`src/rtl/rr_select_arbiter_8.sv`:
```
// Round-robin arbiter for eight sources: drives the 3-bit select of a downstream 8:1 mux
// and registers the selected word behind a valid/ready output handshake.
module rr_select_arbiter_8 #(
  parameter int N = 32
) (
  input  logic         clk,
  input  logic         rst_n,
  input  logic [7:0]   req,
  input  logic [N-1:0] mux_data,
  input  logic         out_ready,
  output logic [2:0]   select,
  output logic [7:0]   grant,
  output logic         out_valid,
  output logic [N-1:0] out_data
);

  typedef enum logic [1:0] {
    IDLE = 2'd0,
    SEL  = 2'd1,
    HOLD = 2'd2
  } state_e;

  state_e         state_q, state_d;
  logic [2:0]     select_q, select_d;
  logic [2:0]     ptr_q, ptr_d;
  logic           out_valid_q, out_valid_d;
  logic [N-1:0]   out_data_q, out_data_d;

  logic           win_found;
  logic [2:0]     win_idx;
  logic [2:0]     cand;

  // Scan from ptr upward (mod 8); the first requester met is the winner.
  always_comb begin
    win_found = 1'b0;
    win_idx   = '0;
    cand      = '0;
    for (int unsigned i = 0; i < 8; i++) begin
      cand = ptr_q + 3'(i);
      if (!win_found && req[cand]) begin
        win_found = 1'b1;
        win_idx   = cand;
      end
    end
  end

  always_ff @(posedge clk or negedge rst_n) begin
    if (!rst_n) begin
      state_q     <= IDLE;
      select_q    <= '0;
      ptr_q       <= '0;
      out_valid_q <= 1'b0;
      out_data_q  <= '0;
    end else begin
      state_q     <= state_d;
      select_q    <= select_d;
      ptr_q       <= ptr_d;
      out_valid_q <= out_valid_d;
      out_data_q  <= out_data_d;
    end
  end

  always_comb begin
    state_d = state_q;
    case (state_q)
      IDLE:    if (|req) state_d = SEL;
      SEL:     state_d = HOLD;
      HOLD:    if (out_valid_q && out_ready) state_d = IDLE;
      default: state_d = IDLE;
    endcase
  end

  always_comb begin
    select_d    = select_q;
    ptr_d       = ptr_q;
    out_valid_d = out_valid_q;
    out_data_d  = out_data_q;
    case (state_q)
      IDLE: if (win_found) select_d = win_idx;
      SEL: begin
        out_data_d  = mux_data;
        out_valid_d = 1'b1;
      end
      HOLD: if (out_valid_q && out_ready) begin
        out_valid_d = 1'b0;
        ptr_d       = select_q + 3'd1;
      end
      default: ;
    endcase
  end

  always_comb begin
    grant = '0;
    if (state_q == SEL) grant[select_q] = 1'b1;
  end

  assign select    = select_q;
  assign out_valid = out_valid_q;
  assign out_data  = out_data_q;

endmodule
```
`config.mk`:
```
export PLATFORM = sky130hd
export DESIGN_NAME = rr_select_arbiter_8
export DESIGN_NICKNAME = d
export VERILOG_FILES = /design/src/rtl/rr_select_arbiter_8.sv
export SDC_FILE = /design/constraint.sdc
export NUM_CORES = 1
export LEC_CHECK = 0
export CELL_PAD_IN_SITES_DETAIL_PLACEMENT = 0
export CELL_PAD_IN_SITES_GLOBAL_PLACEMENT = 1
export CORE_MARGIN = 2
export CORE_UTILIZATION = 36
export CTS_BUF_LIST = sky130_fd_sc_hd__clkbuf_8
export DETAILED_ROUTE_END_ITERATION = 6
export GPL_ROUTABILITY_DRIVEN = 1
export PLACE_DENSITY_LB_ADDON = 0.1
export SLEW_MARGIN = 20
export SYNTH_ARGS = -nofsm -noshare
export SYNTH_HDL_FRONTEND = slang
export SYNTH_SLANG_ARGS = --single-unit
```
`constraint.sdc`:
```
create_clock -name clk -period 3.1 [get_ports clk]
set_input_delay 0.465 -clock clk [delete_from_list [all_inputs] [get_ports clk]]
set_output_delay 0.465 -clock clk [all_outputs]
set_load 0.02 [all_outputs]
```
# Word level (Yosys, flattened, before mapping)
# Cells that the tools add are included.
# word_totals
inputBits	43
wordCells	90
output_inout_bits	44
reg_bits	41
# op_classes
muxes	40
n_eq_ne	4
addsub	8
magnitude_cmp	10
reduce_logical	23
# ops
op	count
$lt A3 B4 Y1 const B	9
$bmux W1 S3	8
$mux W3	8
$mux W1	18
$add A3 B3 Y3 const B	4
$logic_and A1 B1 Y1	9
$mux W8	1
$reduce_and A2 Y1	4
$reduce_or A8 Y1	1
$logic_not A1 Y1	7
$add A3 B1 Y3 const B	2
$add A3 B2 Y3 const B	2
$pmux W2 S3	1
$mux W2	2
$ne A2 B2 Y1 const B	2
$demux W1 S3	1
$ge A3 B1 Y1 const B	1
$eq A2 B1 Y1 const B	1
$eq A2 B2 Y1 const B	1
$logic_not A2 Y1	1
$pmux W1 S2	1
$reduce_bool A2 Y1	1

# Longest topological paths before layout
# Gate-level depths: netlist of the first run.
# logic_depth
ltp_word	25
ltp_mapped	12
depth_no_buf	8

# Worst setup path after synthesis of the first run
# OpenSTA, ideal clock, no wires.
# synth_timing
kind	reg-to-reg
from	register ptr_q[1]
to	register select_q[1], in the netlist select[1]
synth_period_minus_slack_ns	2.761
path_stages_with_launch	13
n_path_buf	4
required_time_ns	2.969
slack_ns	0.339
setup_time_ns	0.131
arrival_ns	2.630
path_cell_list	dfrtp_1 -> buf_2 -> buf_6 -> inv_1 -> ha_1 -> buf_6 -> buf_12 -> mux2i_1 -> mux4_1 -> a211o_1 -> and3_4 -> a311oi_1 -> a21oi_1
# synth_via
elab_chain_cells	25
elab_cells_between_ends	54
classes_between	add/sub (7); mux (32); reduce/logical (15)
# synth_rtl
item	line	source
from (decl)	25	logic [2:0] ptr_q, ptr_d;
from (signal assigned)	57	ptr_q <= ptr_d;
parallel branches: the longest is 25 deep, another holds $add A3 B1 Y3	--	
to (signal assigned)	56	select_q <= select_d;
to (decl)	24	logic [2:0] select_q, select_d;
# Parallel ways; which one is timed is not known. The select of a mux whose other input is x is not followed.
# A chain may end at the register's enable or synchronous reset.

# Worst setup path after layout of the first run
# Ends and elaborated chain as after synthesis.

==> results of run 1 <==
## per-stage QoR
| stage | setup slack (ns) | util [%] |
|---|---|---|
| 2_1_floorplan | 0.339 | - |
| 3_3_place_gp | 0.293 | 49.8 |
| 3_5_place_dp | 0.269 | 49.8 |
| 4_1_cts | 0.260 | 51.1 |
| 5_1_grt | 0.0320 | 51.1 |
| 6_report | 0.285 | 51.1 |
## logic make-up (layout without fill, tap and decap cells)
family | count (synthesis) | after routing
and+or+nand+nor | 146 | 146
DFF | 41 | 41
muxes | 35 | 35
AOI/OAI and AO/OA | 32 | 32
buffers and inverters | 28 | 109
xor gates and xnor gates | 4 | 4
adders and majority gates | 3 | 3
## routing by layer
metal / part of all wire [%] / vias up / wire [µm]
met3: 5.0 / 4 / 340
li1: - / 1161 / -
met1: 48 / 1122 / 3310
met5: 0 / - / 0
met4: 0.50 / 0 / 34
met2: 46 / 62 / 3180
## registers in the layout, summed over array words and instances (netlist names)
register   flops
out_data      32
out_valid      1
ptr_q          3
select         3
state_q        2
## worst reg2reg max path: cells and delay by family, from the launching register on
kind	cells	cell delay, ns
flops	1	0.35
mux	2	0.77
fa+ha+maj	1	0.64
simple gates	1	0.18
buf+inv	1	0.11
compound gates	3	0.66
## Yosys cell counts, types with 2 or more instances
library cell	n	area share, %
mux4_1	4	3.9
ha_1	3	1.4
mux2_2	4	1.7
a21oi_1	7	1.3
buf_2	5	0.93
nor3_1	5	0.93
nand3_1	2	0.37
mux2_1	2	0.83
mux4_2	12	10
nand3b_1	2	0.56
o221ai_1	2	0.65
nand2_1	107	15
o21ai_0	6	1.1
buf_6	3	1.3
buf_1	2	0.28
a211o_1	2	0.65
dfrtp_1	41	38
o21ai_1	2	0.37
nand2b_1	4	0.93
inv_1	7	0.97
nor2_1	10	1.4
nor2b_1	3	0.70
nor4_1	5	1.2
clkbuf_1	8	1.1
xor2_1	2	0.65
mux2i_1	12	4.5
o22ai_1	2	0.46
## final timing paths
path                                            end  slack, ns
min in group clk           out_data[22]$_DFFE_PN0P_       0.48
max reg2reg                   select[1]$_DFFE_PN0P_       0.29
max                           select[1]$_DFFE_PN0P_       0.29
min reg2reg                out_data[22]$_DFFE_PN0P_       0.48
max in group asynchronous     out_valid$_DFFE_PN0P_       2.21
min                         out_data[5]$_DFFE_PN0P_       0.30
## placed cells by master, fill, tap and decap left out, types with 2 or more instances in the layout
master           count
nand2_1            107
clkdlybuf4s50_1     85
dfrtp_1             41
mux4_2              12
mux2i_1             12
nor2_1              10
inv_1                7
a21oi_1              7
buf_4                7
o21ai_0              6
clkbuf_8             6
nor3_1               5
nor4_1               5
nand2b_1             4
mux4_1               4
mux2_2               4
ha_1                 3
nand3b_1             2
mux2_1               2
nand3_1              2
xor2_1               2
nor2b_1              2
a211o_1              2
o21ai_1              2
o22ai_1              2
o221ai_1             2
## layout make-up
class / count / share of cell area [%]
flip-flops and latches: 41 / 27.7
multi-input cells: 220 / 41.1
well taps: 99 / 3.34
repair buffers: 93 / 24.5
clock buffers: 6 / 2.23
clock inverters: 2 / 0.371
inverters: 8 / 0.810
## where the power goes
group	internal (µW)	total (µW)	switching, µW
clock	181	373	192
sequential	804	1020	215
combinational	1370	2890	1520
total	2350	4280	1930
==> results.sh, run 1 <==
export IMPL_wire_per_inst_um=14.6
export IMPL_htreeDepth=2
export IMPL_die_area_um2=8210
export IMPL_ff2ff_path_depth=8
export IMPL_drive_gt1_share_pct=10.8
export IMPL_grt_busiest_layer="met2"
export IMPL_timing_fmax_mhz=355
export IMPL_setup_violations=0
export IMPL_cpLargestDelayFamily="multiplexers"
export IMPL_skew_ns=0.0132
export IMPL_grt_start_max_net_pins=42
export IMPL_fin_area_um2=3710
export IMPL_fin_crit_ns=2.81
export IMPL_io_buffers=86
export IMPL_crit_path_max_fanout=11
export IMPL_syn_area_um2=2700
export IMPL_io_pin_count=87
export IMPL_crit_path_cell_trace="inv_1, ha_1, mux2i_1, mux4_1, a211o_1, and3_4, a311oi_1, a21oi_1"
export IMPL_vias_per_cell=5.01
export IMPL_start_util_pct=37.2
export IMPL_vias=2349
export IMPL_slowest_stage="ha_1"
export IMPL_cts_hold_buffers=0
export IMPL_clock_latency_ns=0.30
export IMPL_grt_pass1_vias=2350
export IMPL_maxCapViolCount=0
export IMPL_drtAntennaViolNets=0
export IMPL_whs_ns=0.303
export IMPL_synth_cell_types=52
export IMPL_synth_xor_area_share_pct=1.58
export IMPL_drcViolationCount=0
export IMPL_r2r_start="ptr_q[1]$_DFFE_PN0P_"
export IMPL_synthSimpleGateAreaFrac_pct=23.7
export IMPL_synth_top_flop_cell="dfrtp_1"
export IMPL_grt_pass1_wl_um=12000
export IMPL_post_cts_buffers=0
export IMPL_powerDensity_nw_per_um2=1150
export IMPL_yosysSeqAreaShare_pct=38.0
export IMPL_use_met2_pct=27.6
export IMPL_synth_top_family_by_area="simple AND/OR/NAND/NOR gates"
export IMPL_cts_resized=0
export IMPL_synth_edff_count=0
export IMPL_min_path_type="in2async"
export IMPL_slew_viol_final=0
export IMPL_synth_nets=335
export IMPL_syn_avg_cell_area_um2=9.34
export IMPL_yosys_warnings=0
export IMPL_dp_cells=461
export IMPL_critPathKind="reg2reg"
export IMPL_wl_um=6860
export IMPL_grt_antenna_before_repair=0
export IMPL_fin_cells=469
export IMPL_crit_path_end_kind="register"
export IMPL_regArea_um2=1030
export IMPL_antenna_cells=0
export IMPL_report_final_hold_viol_count=0
export IMPL_total_power_uw=4280
export IMPL_slew_headroom_pct=38.4
export IMPL_cp_depth=8
export IMPL_rsz0062_at_grt="no"
export IMPL_crit_buf_inv=1
export IMPL_synthArstFlopShare_pct=100
export IMPL_fillCellCount=711
export IMPL_start_kind="register"
export IMPL_worst_pin_slew_ns=0.924
export IMPL_fp_coreArea_um2=7250
export IMPL_cts_tree="built"
export IMPL_yosys_mux_area_fraction_pct=21.4
export IMPL_grt_overflow=0
export IMPL_die_y_um=90.6
export IMPL_cts_root_buffer="clkbuf_8"
export IMPL_slowest_delay_ns=0.64
export IMPL_synth_seq_cells=41
export IMPL_period_share_pct=90.8
export IMPL_cp_startpoint="ptr_q[1]$_DFFE_PN0P_"
export IMPL_rows=31
export IMPL_synth_fa_ha_area_share_pct=1.39
export IMPL_drtIter0Drc=146
export IMPL_routabilityCongestion=0.972
export IMPL_max_vdd_ir_drop_mv=0.415
export IMPL_netlist_instances=289
export IMPL_p_leak_uw=0.00165
export IMPL_synth_compound_area_share_pct=8.30
export IMPL_syn_to_final_growth_pct=37.4
export IMPL_dp_hpwl_um=4950
export IMPL_grt_usage_pct=17.6
export IMPL_cts_clk_slew_worst_paths_ns=0.08
export IMPL_worstPathRequired_ns=3.28
export IMPL_firstDrtPassIters=4
export IMPL_multi_input_area_um2=1520
export IMPL_place_area_um2=3610
export IMPL_cp_arrival_ns=2.99
export IMPL_run_status="finished clean"
export IMPL_use_met1_pct=25.3
export IMPL_layout_nets=415
export IMPL_met3_usage_pct=4.01
export IMPL_clk_path_buf_depth=2
export IMPL_die_w_um=90.6
export IMPL_fin_setup_tns_ns=0
export IMPL_cts_sinks=41
export IMPL_numCtsBuffers=5
(Power assumes the default switching activity.)
==> run 2: changes to the inputs <==
CORE_ASPECT_RATIO = 0.5   (was unset)
clock period = 2.7 ns   (was 3.1 ns; I/O delays follow)
==> run 2 against run 1 <==
Net effect:
- maximum frequency is 11% higher
- sequential share of layout area is 0.76 points lower
- cell count is 1.5% higher
- die area is 0.51% higher
- sequential power is 16% higher
- wire length is 2.0% higher
- clock power is 29% higher
- combinational power is 21% higher
- count of clock-buffer cells in the layout is 1 lower
- final area is 2.8% higher
- worst hold slack worse by 0.068 ns
- critical path type unchanged
==> results.sh, run 2 (synthesis gave the netlist of run 1 again) <==
export IMPL_start_kind="register"
export IMPL_die_y_um=65.2
export IMPL_fin_cells=476
export IMPL_cts_clk_slew_worst_paths_ns=0.08
export IMPL_firstDrtPassIters=4
export IMPL_wire_per_inst_um=14.7
export IMPL_fin_setup_tns_ns=0
export IMPL_worst_pin_slew_ns=0.881
export IMPL_cts_root_buffer="clkbuf_8"
export IMPL_io_pin_count=87
export IMPL_cp_arrival_ns=2.70
export IMPL_grt_pass1_vias=2386
export IMPL_p_leak_uw=0.00171
export IMPL_vias=2454
export IMPL_setup_violations=0
export IMPL_syn_to_final_growth_pct=41.3
export IMPL_slew_headroom_pct=41.2
export IMPL_drtIter0Drc=119
export IMPL_rows=22
export IMPL_routabilityCongestion=0.919
export IMPL_grt_antenna_before_repair=0
export IMPL_htreeDepth=2
export IMPL_final_common_cell="nand2_1"
export IMPL_combPwrFrac_pct=67.8
export IMPL_crit_path_max_fanout=14
export IMPL_critPathKind="reg2reg"
export IMPL_p_sw_uw=2260
export IMPL_cellInternalPower_uw=2890
export IMPL_grt_usage_pct=17.4
export IMPL_grt_pass1_wl_um=11600
export IMPL_drive_gt1_share_pct=13.4
export IMPL_largest_reg_flops=32
export IMPL_grt_overflow=0
export IMPL_grt_start_max_net_pins=42
export IMPL_switching_share_pct=43.8
export IMPL_vias_per_cell=5.16
export IMPL_report_final_hold_viol_count=0
export IMPL_final_cell_mix="107 x nand2_1, 85 x clkdlybuf4s50_1, 41 x dfrtp_1, 16 x buf_4"
export IMPL_numCtsBuffers=5
export IMPL_p_seq_share_pct=22.9
export IMPL_crit_path_end_kind="register"
export IMPL_fillCellCount=664
export IMPL_ff2ff_path_depth=10
export IMPL_dp_hpwl_um=5160
export IMPL_run_status="finished clean"
export IMPL_drcViolationCount=0
export IMPL_antenna_cells=0
export IMPL_fp_coreArea_um2=7290
export IMPL_die_w_um=126
export IMPL_cts_sinks=41
export IMPL_skew_ns=0.00957
export IMPL_final_util_pct=52.3
export IMPL_slew_viol_final=0
export IMPL_io_buffers=86
export IMPL_whs_ns=0.235
export IMPL_period_share_pct=93.8
export IMPL_wl_um=7000
export IMPL_cts_tree="built"
export IMPL_maxCapViolCount=0
export IMPL_dp_cells=468
export IMPL_clk_path_buf_depth=2
export IMPL_rsz0062_at_grt="no"
export IMPL_die_area_um2=8250
export IMPL_clock_latency_ns=0.28
export IMPL_powerDensity_nw_per_um2=1350
export IMPL_pwr_share_clk_pct=9.3
export IMPL_drtAntennaViolNets=0
export IMPL_min_path_type="in2async"
export IMPL_timing_fmax_mhz=395
export IMPL_layout_nets=425
export IMPL_total_power_uw=5150
export IMPL_max_vdd_ir_drop_mv=0.459
export IMPL_cts_hold_buffers=0
export IMPL_start_util_pct=37.0
export IMPL_fin_crit_ns=2.53
export IMPL_worstPathRequired_ns=2.86
run 2: cell types whose count changed in the layout (fill, tap and decap cells not counted), sizes merged:
cell,change
buf,+10
bufinv,+1
clkinv,-1
clkbuf,-1
inv,+1
run 2: worst max-delay path, cell delays in order (launching register included):
cell and delay, ns:
dfrtp_1 0.38, clkinv_1 0.10, ha_1 0.33, buf_12 0.16, mux2i_1 0.15, mux4_1 0.51, a211o_1 0.29, buf_4 0.15
o31a_1 0.09, o21ai_1 0.14, a31oi_1 0.10
run 2: cell type report:
type	count	area [µm²]	share of cell area, %
Clock buffer	5	68.8	1.80
Inverter	8	30.0	0.787
Clock inverter	3	42.5	1.12
Timing Repair Buffer	103	996	26.1
Multi-Input combinational cell	220	1530	40.1
Tap cell	96	120	3.15
Sequential cell	41	1030	26.9
run 2: power groups by stage:
stage	Combinational (µW)	Clock (µW)	Sequential, µW
6_report	3490	481	1180
2_1_floorplan	2070	0	1440
5_1_grt	3810	528	1230
4_1_cts	3520	500	1180
3_5_place_dp	3500	0	1180
3_3_place_gp	3460	0	1180
run 2: what timing repair did:
action                                  in CTS  in global routing
buffers inserted                             0                  0
endpoints found under the setup margin       0                  1
resized for setup                            0                  1
run 2: path summary, 6_finish.rpt:
path | startpoint | to | slack [ns]
min in group clk | out_data[27]$_DFFE_PN0P_ | out_data[27]$_DFFE_PN0P_ | 0.47
max in group asynchronous | rst_n | out_data[26]$_DFFE_PN0P_ | 1.90
worst min-delay path | rst_n | out_data[15]$_DFFE_PN0P_ | 0.24
worst max-delay path | ptr_q[0]$_DFFE_PN0P_ | select[2]$_DFFE_PN0P_ | 0.17
worst max register to register | ptr_q[0]$_DFFE_PN0P_ | select[2]$_DFFE_PN0P_ | 0.17
worst min register to register | out_data[27]$_DFFE_PN0P_ | out_data[27]$_DFFE_PN0P_ | 0.47
run 2: per-stage QoR:
| stage | worst slack (ns) | cell area, µm² |
|---|---|---|
| floorplan | 0.00883 | 2700 |
| global placement | 0.0622 | 3700 |
| finish | 0.167 | 3810 |
| CTS | 0.134 | 3810 |
| detailed placement | -0.0104 | 3700 |
| global route | 0.00392 | 3810 |
run 2: layer usage:
layer / up-vias / track usage, % / wire length, µm / part of all wire [%]
li1: 1177 / - / - / -
met2: 74 / 29.1 / 3270 / 47
met1: 1193 / 22.6 / 3140 / 45
met5: - / 0 / 0 / 0
met4: 0 / 3.85 / 87 / 1.2
met3: 10 / 5.05 / 493 / 7.0
==> run 3: changes to the inputs <==
SETUP_SLACK_MARGIN = 0.5   (was unset)
clock period = 2.45 ns   (was 2.7 ns; I/O delays follow)
==> run 3 against run 2 <==
Net effect:
- clock power rose by 13%
- sequential power up 10%
- utilization up 2.9 points
- non-clock buffer count is 22 higher
- largest cell class unchanged
- largest power group unchanged
==> results.sh, run 3 (synthesis gave the netlist of run 1 again) <==
export IMPL_skew_ns=0.0121
export IMPL_cts_tree="built"
export IMPL_final_common_cell="nand2_1"
export IMPL_clk_path_buf_depth=2
export IMPL_drcViolationCount=0
export IMPL_maxCapViolCount=0
export IMPL_worstPathRequired_ns=2.63
export IMPL_routabilityCongestion=0.788
export IMPL_timing_fmax_mhz=413
export IMPL_largest_reg_flops=32
export IMPL_crit_path_max_fanout=7
export IMPL_slew_headroom_pct=39.8
export IMPL_firstDrtPassIters=4
export IMPL_fp_coreArea_um2=7290
export IMPL_htreeDepth=2
export IMPL_cts_root_buffer="clkbuf_8"
export IMPL_io_buffers=86
export IMPL_fin_setup_tns_ns=0
export IMPL_critPathKind="reg2reg"
export IMPL_worst_pin_slew_ns=0.903
export IMPL_switching_share_pct=43.7
export IMPL_final_cell_mix="107 x nand2_1, 77 x clkdlybuf4s50_1, 41 x dfrtp_1, 35 x buf_4, 15 x mux4_2"
export IMPL_setup_violations=0
export IMPL_p_seq_share_pct=20.8
export IMPL_grt_overflow=0
export IMPL_grt_start_max_net_pins=42
export IMPL_total_power_uw=6260
export IMPL_r2r_end="select[2]$_DFFE_PN0P_"
export IMPL_dp_hpwl_um=5420
export IMPL_vias=2518
export IMPL_layout_nets=447
export IMPL_whs_ns=0.189
export IMPL_period_share_pct=98.9
export IMPL_start_kind="register"
export IMPL_min_path_type="in2async"
export IMPL_r2r_start="ptr_q[1]$_DFFE_PN0P_"
export IMPL_slew_viol_final=0
export IMPL_dp_cells=481
export IMPL_cts_clk_slew_worst_paths_ns=0.08
export IMPL_powerDensity_nw_per_um2=1560
export IMPL_grt_usage_pct=19.6
export IMPL_pwr_share_clk_pct=8.7
export IMPL_p_sw_uw=2740
export IMPL_die_y_um=65.2
export IMPL_numCtsBuffers=5
export IMPL_rows=22
export IMPL_cp_startpoint="ptr_q[1]$_DFFE_PN0P_"
export IMPL_ff2ff_path_depth=10
export IMPL_antenna_cells=0
export IMPL_final_util_pct=55.2
export IMPL_drive_gt1_share_pct=23.4
export IMPL_syn_to_final_growth_pct=49.1
export IMPL_report_final_hold_viol_count=0
export IMPL_drtIter0Drc=185
export IMPL_die_w_um=126
export IMPL_start_util_pct=37.0
export IMPL_drtAntennaViolNets=0
export IMPL_wl_um=7670
export IMPL_combPwrFrac_pct=70.5
export IMPL_vias_per_cell=5.06
export IMPL_cellInternalPower_uw=3530
export IMPL_run_status="finished clean"
export IMPL_cp_arrival_ns=2.60
export IMPL_grt_antenna_before_repair=0
export IMPL_cts_hold_buffers=0
export IMPL_cts_sinks=41
export IMPL_die_area_um2=8250
export IMPL_rsz0062_at_grt="yes"
export IMPL_reg2reg_slack_ns=0.03
export IMPL_fin_cells=498
export IMPL_io_pin_count=87
export IMPL_crit_path_end_kind="register"
export IMPL_grt_pass1_wl_um=12800
export IMPL_grt_pass1_vias=2644
export IMPL_fin_crit_ns=2.42
export IMPL_clock_latency_ns=0.30
export IMPL_max_vdd_ir_drop_mv=0.597
export IMPL_p_leak_uw=0.00182
export IMPL_wire_per_inst_um=15.4
==> run 3: stage by stage <==
stage | setup WS (ns) | area, µm²
floorplan | -0.222 | 2720
global placement | -0.136 | 3800
detailed placement | -0.201 | 3800
CTS | -0.00145 | 3980
global route | -0.0781 | 4030
finish | 0.0265 | 4030
==> run 3: worst max path at each step <==
stage                                        to  slack [ns]  depth (start not counted)
after floorplan           select[1]$_DFFE_PN0P_       -0.22                         12
after global routing      select[2]$_DFFE_PN0P_       -0.08                          9
after CTS                 select[0]$_DFFE_PN0P_      -0.001                          9
final                     select[2]$_DFFE_PN0P_        0.03                         10
after global placement    select[2]$_DFFE_PN0P_       -0.14                          8
after detailed placement  select[1]$_DFFE_PN0P_       -0.20                          7
==> run 3: layout make-up <==
type | count | area (µm²)
Multi-Input combinational cell | 220 | 1600
Clock inverter | 3 | 42.5
Clock buffer | 5 | 68.8
Fill cell | 656 | 3270
Inverter | 8 | 36.3
Tap cell | 96 | 120
Sequential cell | 41 | 1030
Timing Repair Buffer | 125 | 1130
==> run 3: power groups by stage <==
stage	clock network (µW)	registers (µW)	logic [µW]
after floorplan	0	1590	2340
after global placement	0	1300	3980
after detailed placement	0	1310	4020
after CTS	565	1310	4240
after global routing	605	1360	4790
final	543	1300	4410
==> run 3: what timing repair did <==
item / CTS / global route
setup buffers: 6 / 3
cloned: 0 / 0
setup endpoints to repair: 11 / 11
pin swaps: 7 / 4
resized for setup: 18 / 30
==> run 3: routing by layer <==
layer / global-route usage, % / vias to the layer above / wire length [µm]
li1: - / 1217 / -
met1: 24.4 / 1223 / 3400
met3: 5.70 / 12 / 435
met5: 0 / - / 0
met2: 32.9 / 66 / 3690
met4: 6.59 / 0 / 137
==> run 3: critical path, stage by stage, from the launching register on <==
cell     delay, ns
dfrtp_1       0.42
inv_6         0.05
ha_4          0.28
buf_6         0.13
mux2i_2       0.15
mux4_2        0.47
a211o_1       0.32
buf_4         0.15
o31a_1        0.10
o21ai_2       0.13
a31oi_1       0.10
